[src/rtl/cache_refill_arbiter_pkg.sv]
`default_nettype none
// ============================================================================
//  Module      : cache_refill_arbiter_pkg
//  Description : Shared constants and FSM encoding for the cache refill
//                arbiter and its line assembler.
//  Revision    : 1.0  initial release
// ============================================================================
package cache_refill_arbiter_pkg;

    // AR channel constants for one 8 x 32-bit INCR line burst
    localparam logic [7:0] ARLEN_LINE   = 8'd7;
    localparam logic [2:0] ARSIZE_WORD  = 3'b010;
    localparam logic [1:0] ARBURST_INCR = 2'b01;

    // Transaction IDs identify which cache owns the outstanding burst
    localparam logic [3:0] ID_ICACHE = 4'd0;
    localparam logic [3:0] ID_DCACHE = 4'd1;

    typedef enum logic [1:0] {
        IDLE = 2'd0,
        AR   = 2'd1,
        R    = 2'd2,
        DONE = 2'd3
    } state_t;

endpackage : cache_refill_arbiter_pkg
`default_nettype wire

[src/rtl/cache_refill_arbiter_line_assembler.sv]
`default_nettype none
// ============================================================================
//  Module      : cache_refill_arbiter_line_assembler
//  Description : Collects read-data beats into one cache line. Beat k lands in
//                word k; once the last word is reached further beats keep
//                overwriting it. Flags a burst whose last beat arrives early.
//  Revision    : 1.0  initial release
// ============================================================================
module cache_refill_arbiter_line_assembler #(
    parameter int LINE_WORDS = 8,
    parameter int DATA_W     = 32,
    localparam int CNT_W     = $clog2(LINE_WORDS)
) (
    input  logic                         clk,
    input  logic                         rst,
    input  logic                         i_clear,
    input  logic                         i_beat_valid,
    input  logic                         i_beat_last,
    input  logic [DATA_W-1:0]            i_beat_data,
    output logic [LINE_WORDS*DATA_W-1:0] o_line,
    output logic [CNT_W-1:0]             o_count,
    output logic                         o_short_burst
);

    localparam logic [CNT_W-1:0] c_LAST_WORD = CNT_W'(LINE_WORDS - 1);

    logic [LINE_WORDS*DATA_W-1:0] r_line;
    logic [CNT_W-1:0]             r_count;
    logic                         r_short;

    // Clear only rewinds the counter: words not rewritten by a short burst
    // intentionally keep their previous contents.
    always_ff @(posedge clk) begin
        if (rst) begin
            r_line  <= '0;
            r_count <= '0;
            r_short <= 1'b0;
        end else if (i_clear) begin
            r_count <= '0;
            r_short <= 1'b0;
        end else if (i_beat_valid) begin
            r_line[r_count*DATA_W +: DATA_W] <= i_beat_data;
            if (r_count != c_LAST_WORD) begin
                r_count <= r_count + 1'b1;
            end
            if (i_beat_last && (r_count != c_LAST_WORD)) begin
                r_short <= 1'b1;
            end
        end
    end

    assign o_line        = r_line;
    assign o_count       = r_count;
    assign o_short_burst = r_short;

endmodule : cache_refill_arbiter_line_assembler
`default_nettype wire

[src/rtl/cache_refill_arbiter.sv]
`default_nettype none
// ============================================================================
//  Module      : cache_refill_arbiter
//  Description : Shares one AXI AR/R channel pair between the I-cache and
//                D-cache line refills. Round-robin grant, one 8-beat INCR
//                burst at a time, line returned with a 1-cycle data_ok.
//  Revision    : 1.0  initial release
// ============================================================================
module cache_refill_arbiter #(
    parameter int LINE_WORDS = 8,
    parameter int DATA_W     = 32,
    parameter int ADDR_W     = 32
) (
    input  logic                         clk,
    input  logic                         rst,
    // I-cache refill port
    input  logic                         ic_req,
    input  logic [ADDR_W-1:0]            ic_addr,
    output logic                         ic_addr_ok,
    output logic                         ic_data_ok,
    output logic [LINE_WORDS*DATA_W-1:0] ic_rdata,
    // D-cache refill port
    input  logic                         dc_req,
    input  logic [ADDR_W-1:0]            dc_addr,
    output logic                         dc_addr_ok,
    output logic                         dc_data_ok,
    output logic [LINE_WORDS*DATA_W-1:0] dc_rdata,
    // AXI read address channel
    output logic [3:0]                   arid,
    output logic [ADDR_W-1:0]            araddr,
    output logic [7:0]                   arlen,
    output logic [2:0]                   arsize,
    output logic [1:0]                   arburst,
    output logic                         arvalid,
    input  logic                         arready,
    // AXI read data channel
    input  logic [3:0]                   rid,
    input  logic [DATA_W-1:0]            rdata,
    input  logic [1:0]                   rresp,
    input  logic                         rlast,
    input  logic                         rvalid,
    output logic                         rready,
    output logic                         bus_err
);

    import cache_refill_arbiter_pkg::*;

    localparam int c_LINE_W = LINE_WORDS * DATA_W;
    localparam int c_OFF_W  = $clog2(c_LINE_W / 8);
    localparam int c_CNT_W  = $clog2(LINE_WORDS);

    state_t              r_state;
    state_t              w_next;
    logic                r_grant_dc;   // owner of the current burst
    logic                r_prio_dc;    // tie goes to dcache when set
    logic                r_resp_err;
    logic                r_ic_aok;
    logic                r_dc_aok;
    logic [ADDR_W-1:0]   r_araddr;
    logic [3:0]          r_arid;
    logic [7:0]          r_arlen;
    logic [2:0]          r_arsize;
    logic [1:0]          r_arburst;
    logic [c_LINE_W-1:0] r_ic_line;
    logic [c_LINE_W-1:0] r_dc_line;

    logic                w_any_req;
    logic                w_sel_dc;
    logic [ADDR_W-1:0]   w_sel_addr;
    logic                w_beat;
    logic [c_LINE_W-1:0] w_line;
    logic [c_CNT_W-1:0]  w_count;
    logic                w_short;
    logic                w_unused;

    cache_refill_arbiter_line_assembler #(
        .LINE_WORDS (LINE_WORDS),
        .DATA_W     (DATA_W)
    ) u_line_asm (
        .clk           (clk),
        .rst           (rst),
        .i_clear       (r_state == IDLE),
        .i_beat_valid  (w_beat),
        .i_beat_last   (rlast),
        .i_beat_data   (rdata),
        .o_line        (w_line),
        .o_count       (w_count),
        .o_short_burst (w_short)
    );

    // State register
    always_ff @(posedge clk) begin
        if (rst) begin
            r_state <= IDLE;
        end else begin
            r_state <= w_next;
        end
    end

    // Next-state, arbitration choice and channel/handshake outputs
    always_comb begin
        w_next     = r_state;
        w_any_req  = ic_req | dc_req;
        w_sel_dc   = dc_req & (~ic_req | r_prio_dc);
        w_sel_addr = w_sel_dc ? dc_addr : ic_addr;
        w_beat     = 1'b0;
        arvalid    = 1'b0;
        rready     = 1'b0;
        ic_data_ok = 1'b0;
        dc_data_ok = 1'b0;
        bus_err    = 1'b0;
        ic_rdata   = r_ic_line;
        dc_rdata   = r_dc_line;
        case (r_state)
            IDLE: begin
                if (w_any_req) begin
                    w_next = AR;
                end
            end
            AR: begin
                arvalid = 1'b1;
                if (arready) begin
                    w_next = R;
                end
            end
            R: begin
                rready = 1'b1;
                w_beat = rvalid;
                if (rvalid && rlast) begin
                    w_next = DONE;
                end
            end
            DONE: begin
                bus_err = r_resp_err | w_short;
                if (r_grant_dc) begin
                    dc_data_ok = 1'b1;
                    dc_rdata   = w_line;
                end else begin
                    ic_data_ok = 1'b1;
                    ic_rdata   = w_line;
                end
                w_next = IDLE;
            end
            default: w_next = IDLE;
        endcase
    end

    // Grant capture, AR fields, addr_ok pulse and round-robin update
    always_ff @(posedge clk) begin
        if (rst) begin
            r_grant_dc <= 1'b0;
            r_prio_dc  <= 1'b1;
            r_ic_aok   <= 1'b0;
            r_dc_aok   <= 1'b0;
            r_araddr   <= '0;
            r_arid     <= '0;
            r_arlen    <= '0;
            r_arsize   <= '0;
            r_arburst  <= '0;
        end else begin
            r_ic_aok <= 1'b0;
            r_dc_aok <= 1'b0;
            if ((r_state == IDLE) && w_any_req) begin
                r_grant_dc <= w_sel_dc;
                r_ic_aok   <= ~w_sel_dc;
                r_dc_aok   <= w_sel_dc;
                r_araddr   <= {w_sel_addr[ADDR_W-1:c_OFF_W], c_OFF_W'(0)};
                r_arid     <= w_sel_dc ? ID_DCACHE : ID_ICACHE;
                r_arlen    <= ARLEN_LINE;
                r_arsize   <= ARSIZE_WORD;
                r_arburst  <= ARBURST_INCR;
            end
            if (r_state == DONE) begin
                r_prio_dc <= ~r_grant_dc;
            end
        end
    end

    // Sticky response error for the burst in flight
    always_ff @(posedge clk) begin
        if (rst || (r_state == IDLE)) begin
            r_resp_err <= 1'b0;
        end else if (w_beat && (rresp != 2'b00)) begin
            r_resp_err <= 1'b1;
        end
    end

    // Per-cache line hold registers, loaded as the line is delivered
    always_ff @(posedge clk) begin
        if (rst) begin
            r_ic_line <= '0;
            r_dc_line <= '0;
        end else if (r_state == DONE) begin
            if (r_grant_dc) begin
                r_dc_line <= w_line;
            end else begin
                r_ic_line <= w_line;
            end
        end
    end

    assign ic_addr_ok = r_ic_aok;
    assign dc_addr_ok = r_dc_aok;
    assign araddr     = r_araddr;
    assign arid       = r_arid;
    assign arlen      = r_arlen;
    assign arsize     = r_arsize;
    assign arburst    = r_arburst;

    // rid is irrelevant with a single outstanding burst; offset bits are dropped
    assign w_unused = ^{rid, w_count, ic_addr[c_OFF_W-1:0], dc_addr[c_OFF_W-1:0]};

endmodule : cache_refill_arbiter
`default_nettype wire

[config.mk]
export PLATFORM = sky130hd
export DESIGN_NAME = cache_refill_arbiter
export DESIGN_NICKNAME = d
export VERILOG_FILES = /design/src/rtl/cache_refill_arbiter_pkg.sv /design/src/rtl/cache_refill_arbiter_line_assembler.sv /design/src/rtl/cache_refill_arbiter.sv
export SDC_FILE = /design/constraint.sdc
export NUM_CORES = 1
export LEC_CHECK = 0
export ABC_CLOCK_PERIOD_IN_PS = 3500
export CORE_MARGIN = 2
export CORE_UTILIZATION = 50
export DETAILED_ROUTE_END_ITERATION = 8
export PLACE_DENSITY_LB_ADDON = 0.3
export SLEW_MARGIN = 15
export SYNTH_ARGS = -nofsm -noshare
export SYNTH_HDL_FRONTEND = slang
export SYNTH_HIERARCHICAL = 1
export SYNTH_SLANG_ARGS = --single-unit
[constraint.sdc]
create_clock -name clk -period 3.5 [get_ports clk]
set_input_delay 1.05 -clock clk [delete_from_list [all_inputs] [get_ports clk]]
set_output_delay 1.05 -clock clk [all_outputs]
set_load 0.05 [all_outputs]
# ---- After elaboration in Yosys (flattened, before gate mapping)
# Index checks and enable logic that the tools add are counted.
dict set report op_classes {
  n_eq_ne 7
  add_sub_neg 2
  mux 19
  shift 2
  n_reduce_logical 13
  n_div 0
  bitwise 9
  order_cmp 0
  mul 0
}
# op count
set ops {}
lappend ops {{two-way mux 256 bit} 4}
lappend ops {{bitwise mux 256 bit} 1}
lappend ops {{variable shift 32 x 34 -> 256 bit, first input constant} 1}
lappend ops {{variable part select 32 x 34 -> 256 bit} 1}
lappend ops {{negator 8 -> 34 bit} 1}
lappend ops {{two-way mux 32 bit} 1}
lappend ops {{two-way mux 1 bit} 9}
lappend ops {{one-hot mux 2 bit (4 select lines)} 1}
lappend ops {{two-way mux 2 bit} 3}
lappend ops {{!= test 2 bit, second input constant} 3}
lappend ops {{AND reduction 2 bit} 3}
lappend ops {{inverter 1 bit} 5}
lappend ops {{== test 2 bit, second input constant} 2}
lappend ops {{logical AND 1 bit} 4}
lappend ops {{OR reduction 2 bit} 2}
lappend ops {{adder 3 x 1 -> 3 bit, second input constant} 1}
lappend ops {{!= test 3 bit, second input constant} 1}
lappend ops {{bitwise OR 1 bit} 3}
lappend ops {{AND reduction 3 bit} 1}
lappend ops {{== test 2 x 1 -> 1 bit, second input constant} 1}
lappend ops {{zero test 2 bit} 1}
lappend ops {{nonzero test 2 bit} 1}
lappend ops {{bitwise AND 1 bit} 1}
lappend ops {{logical OR 1 bit} 1}
dict set report totals {
  out_inout_bits 568
  register_bits 812
  latch_bits 0
  rom_bits 0
  ramBits 0
  mem_count 0
}

# ---- Depth between registers and ports, before layout
dict set report logic_depth {
  word_depth 4
  mapped_depth 10
}

# ---- Hierarchy
# Netlist, hierarchy kept.
# module area_each_um2 cells_each seq_area_each_um2 n_inst
set by_module_without_submodules {}
lappend by_module_without_submodules {cache_refill_arbiter 22539.1 1874 10950.5 1}
lappend by_module_without_submodules {cache_refill_arbiter_line_assembler 11162.0 1078 5205.0 1}

# ---- Worst setup path after synthesis
# Ideal clock, no wire load.
dict set report synth_path {
  path_kind {register -> output}
  start {reg r_state[1]}
  end {out ic_rdata[240]}
  slack_ns 0.709
  stages_incl_launch_ff 7
  n_path_buf 2
  arrival_time_ns 1.741
  t_required_ns 2.450
  cell_sequence {dfxtp_1 > ha_1 > nand2b_1 > buf_2 > buf_6 > inv_1 > mux2_2}
}
dict set report synth_between {
  elab_chain_len 2
}
# item line
set synth_lines {}
lappend synth_lines {{start: declaration} cache_refill_arbiter.sv:52} ;# state_t r_state;
lappend synth_lines {{start signal: assignment} cache_refill_arbiter.sv:96} ;# r_state <= w_next;
lappend synth_lines {{== test 2 bit} cache_refill_arbiter.sv:114} ;# case (r_state)
lappend synth_lines {{two-way mux 256 bit} cache_refill_arbiter.sv:114}
lappend synth_lines {{end: declaration} cache_refill_arbiter.sv:21} ;# output logic [LINE_WORDS*DATA_W-1:0] ic_rdata,
# Every way passes these cells.

# ---- Worst setup path after layout
dict set report layout_path {
  start {reg r_state[1]}
  end {out ic_rdata[85]}
}
# Same word-level chain as after synthesis.

==> flow_summary.json <==
{
  "ys_types": 43,
  "critPathRequiredTime_ps": 2450,
  "grt_usage_pct": 29.1,
  "synthAdderAreaFrac_pct": 0.446,
  "setup_violations": 0,
  "yosys_warnings": 6,
  "detail-route-antenna-nets": 0,
  "die_y_um": 264,
  "synth-compound-area-share_pct": 1.55,
  "synth-simple-area-share_pct": 18.5,
  "ys_seq_area_share_pct": 47.9,
  "ir_drop_mv": 0.430,
  "synth_top_family_by_area": "multiplexers",
  "period_needed_ps": 3430,
  "drc": 0,
  "max_freq_mhz": 291,
  "hpwl_um": 72300,
  "final_cells": 4498,
  "hold_violations": 0,
  "synth_area_per_cell_um2": 11.4,
  "synth_mux_area_share_pct": 27.2,
  "relSlewSlack_pct": 25.0,
  "nets": 3680,
  "wl_per_cell_um": 23.2,
  "tns_ps": 0,
  "dieArea_um2": 69500,
  "overflow": 0,
  "place_inst": 4335,
  "drtIter0Drc": 1371,
  "nFillCells": 4874,
  "routed_wl_um": 104000,
  "core_um2": 66900,
  "start_kind": "flip-flop",
  "grt_start_max_net_pins": 150,
  "synth_common_cells": "dfxtp_1, and2_1, mux2_2",
  "tightest_slew_ps": 1130,
  "synthArstFlopShare_pct": 0,
  "io_pins": 677,
  "antenna_found_initial": 11,
  "synth-edff-count": 0,
  "leakage_uw": 0.0208,
  "cts_tree": "built",
  "critPathMaxFanout": 13,
  "clock_latency_ps": 640,
  "maxSlewViolCount": 0,
  "syn_inst": 2952,
  "ys_ff_latch": 807,
  "start_util_pct": 50.4,
  "drv_cap": 0,
  "end_kind": "primary output",
  "outcome": "finished, final reports clean",
  "rows": 95,
  "vias": 23700,
  "hold_path.class": "flip-flop to flip-flop",
  "htree_levels": 3,
  "yosysTopAreaCell": "dfxtp_1",
  "ys.flop_type": "dfxtp_1",
  "area_growth_pct": 34.4,
  "synth_top_cell_area_share_pct": 47.9,
  "crit_arrival_ps": 2380,
  "drtPass1Iterations": 5,
  "synth_area_leaders": "dfxtp_1, mux2_2, mux2_4, and2_1, mux2i_1",
  "grt_pass1_wl_um": 154000,
  "synthMostInstantiatedCell": "dfxtp_1",
  "drive_above_1_share_pct": 35.5,
  "routed_via_density": 5.26,
  "grt_pass1_vias": 24200,
  "path_class": "flip-flop to primary output",
  "finClkSkew_ps": 44.9,
  "finalCritPeriodShare_pct": 98.1,
  "power.density_nw_per_um2": 458,
  "gp_congestion": 0.917,
  "portBuffers": 646,
  "rsz0062_at_grt": "no",
  "holdBufCountCts": 0,
  "clk_pin_slew_worst_paths_ps": 60,
  "cts_buffers": 84,
  "cts.path.max_buffers": 3,
  "syn_area_um2": 33700,
  "cts.sink_count": 807,
  "synth_xor_xnor_area_share_pct": 0.0260,
  "die_w_um": 264,
  "cts_root_buf": "clkbuf_16"
}
layout make-up:
class | count | area [um2] | area share [%]
antenna | 4 | 10.0 | 0.0221
clock buffer | 117 | 2410 | 5.32
clock inverter | 31 | 280 | 0.619
inverter | 9 | 41.3 | 0.0912
multi-input combinational | 1918 | 16200 | 35.9
sequential | 807 | 16200 | 35.7
tap | 873 | 1090 | 2.41
timing repair buffer | 739 | 9050 | 20.0
cell usage in the layout (no fill, tap or decap), types with 3 or more instances in the layout:
master,n
inv_1,7
ha_1,11
dfxtp_1,804
nand2_1,130
nand2b_1,288
nand3_4,6
diode_2,4
buf_16,4
nor2_1,5
clkbuf_8,17
a21oi_1,3
clkdlybuf4s50_1,131
and2_1,513
clkbuf_16,85
o21ai_0,56
dfxtp_2,3
mux2i_1,258
inv_6,3
or3_1,3
nor2b_2,14
a31oi_1,27
buf_6,4
nor3b_4,3
buf_12,240
nor2b_1,21
clkinv_2,19
nor3_1,5
mux2_2,295
clkbuf_1,16
conb_1,16
bufbuf_16,3
mux2_4,217
nand3b_1,27
buf_4,356
per-stage QoR:
stage	instance area, um2	worst slack [ps]	util [%]	total power [uW]	hold WS [ps]
CTS	45200	10.5	67.6	20800	488
detailed placement	42400	327	63.3	12100	478
global route	45300	5.28	67.7	21300	511
floorplan	33800	709	-	11300	458
finish	45300	68.2	67.7	20700	490
global placement	42400	381	63.3	12000	471
power by group:
group / total, uW / internal, uW / switching [uW]
Combinational: 2550 / 971 / 1580
Clock: 8720 / 4970 / 3750
Sequential: 9450 / 9340 / 111
routing by layer:
metal	share of wire (%)	global-route usage, %
met3	6.4	6.35
met2	48	48.4
met1	41	35.8
met4	5.1	14.1
met5	0.012	0
worst max-delay path, cell delays in order (launching register included):
cell,delay (ps)
dfxtp_2,350
ha_4,200
nand2b_4,140
buf_12,200
bufbuf_16,340
mux2_4,320
buf_4,190
worst paths after layout:
check / startpoint / end / slack (ps) / cells after the start
worst min register to register: u_line_asm/o_line[20] / u_line_asm/o_line[20] / 490 / 2
worst max-delay path: r_state[1] / ic_rdata[85] / 70 / 6
worst max register to register: u_line_asm/o_count[0] / u_line_asm/o_line[206] / 500 / 6
worst min-delay path: u_line_asm/o_line[20] / u_line_asm/o_line[20] / 490 / 2
cell families (layout without fill, tap and decap cells):
group / after synthesis / in the layout
other: 1 / 20
xor gates and xnor gates: 1 / 1
DFF: 807 / 807
muxes: 770 / 770
AOI/OAI and AO/OA: 93 / 93
adders and majority gates: 12 / 12
buffers and inverters: 242 / 896
and+or+nand+nor: 1026 / 1026
sequential cells by signal, summed over array words and instances, names as in the netlist:
| register | flops |
|---|---|
| r_state | 2 |
| ic_addr_ok | 1 |
| u_line_asm/o_line | 256 |
| r_dc_line | 256 |
| dc_addr_ok | 1 |
| r_resp_err | 1 |
| r_ic_line | 256 |
| u_line_asm/o_count | 3 |
| arburst | 1 |
| araddr | 27 |
| r_grant_dc | 1 |
| u_line_asm/o_short_burst | 1 |
| r_prio_dc | 1 |
what timing repair did:
item                       CTS  global route
gates resized for setup     14             2
buffers inserted             5             3
cloned                       3             0
hold endpoints to repair     0             0
setup endpoints to repair  392            45
Note: power is estimated with default switching activity, not from simulation.
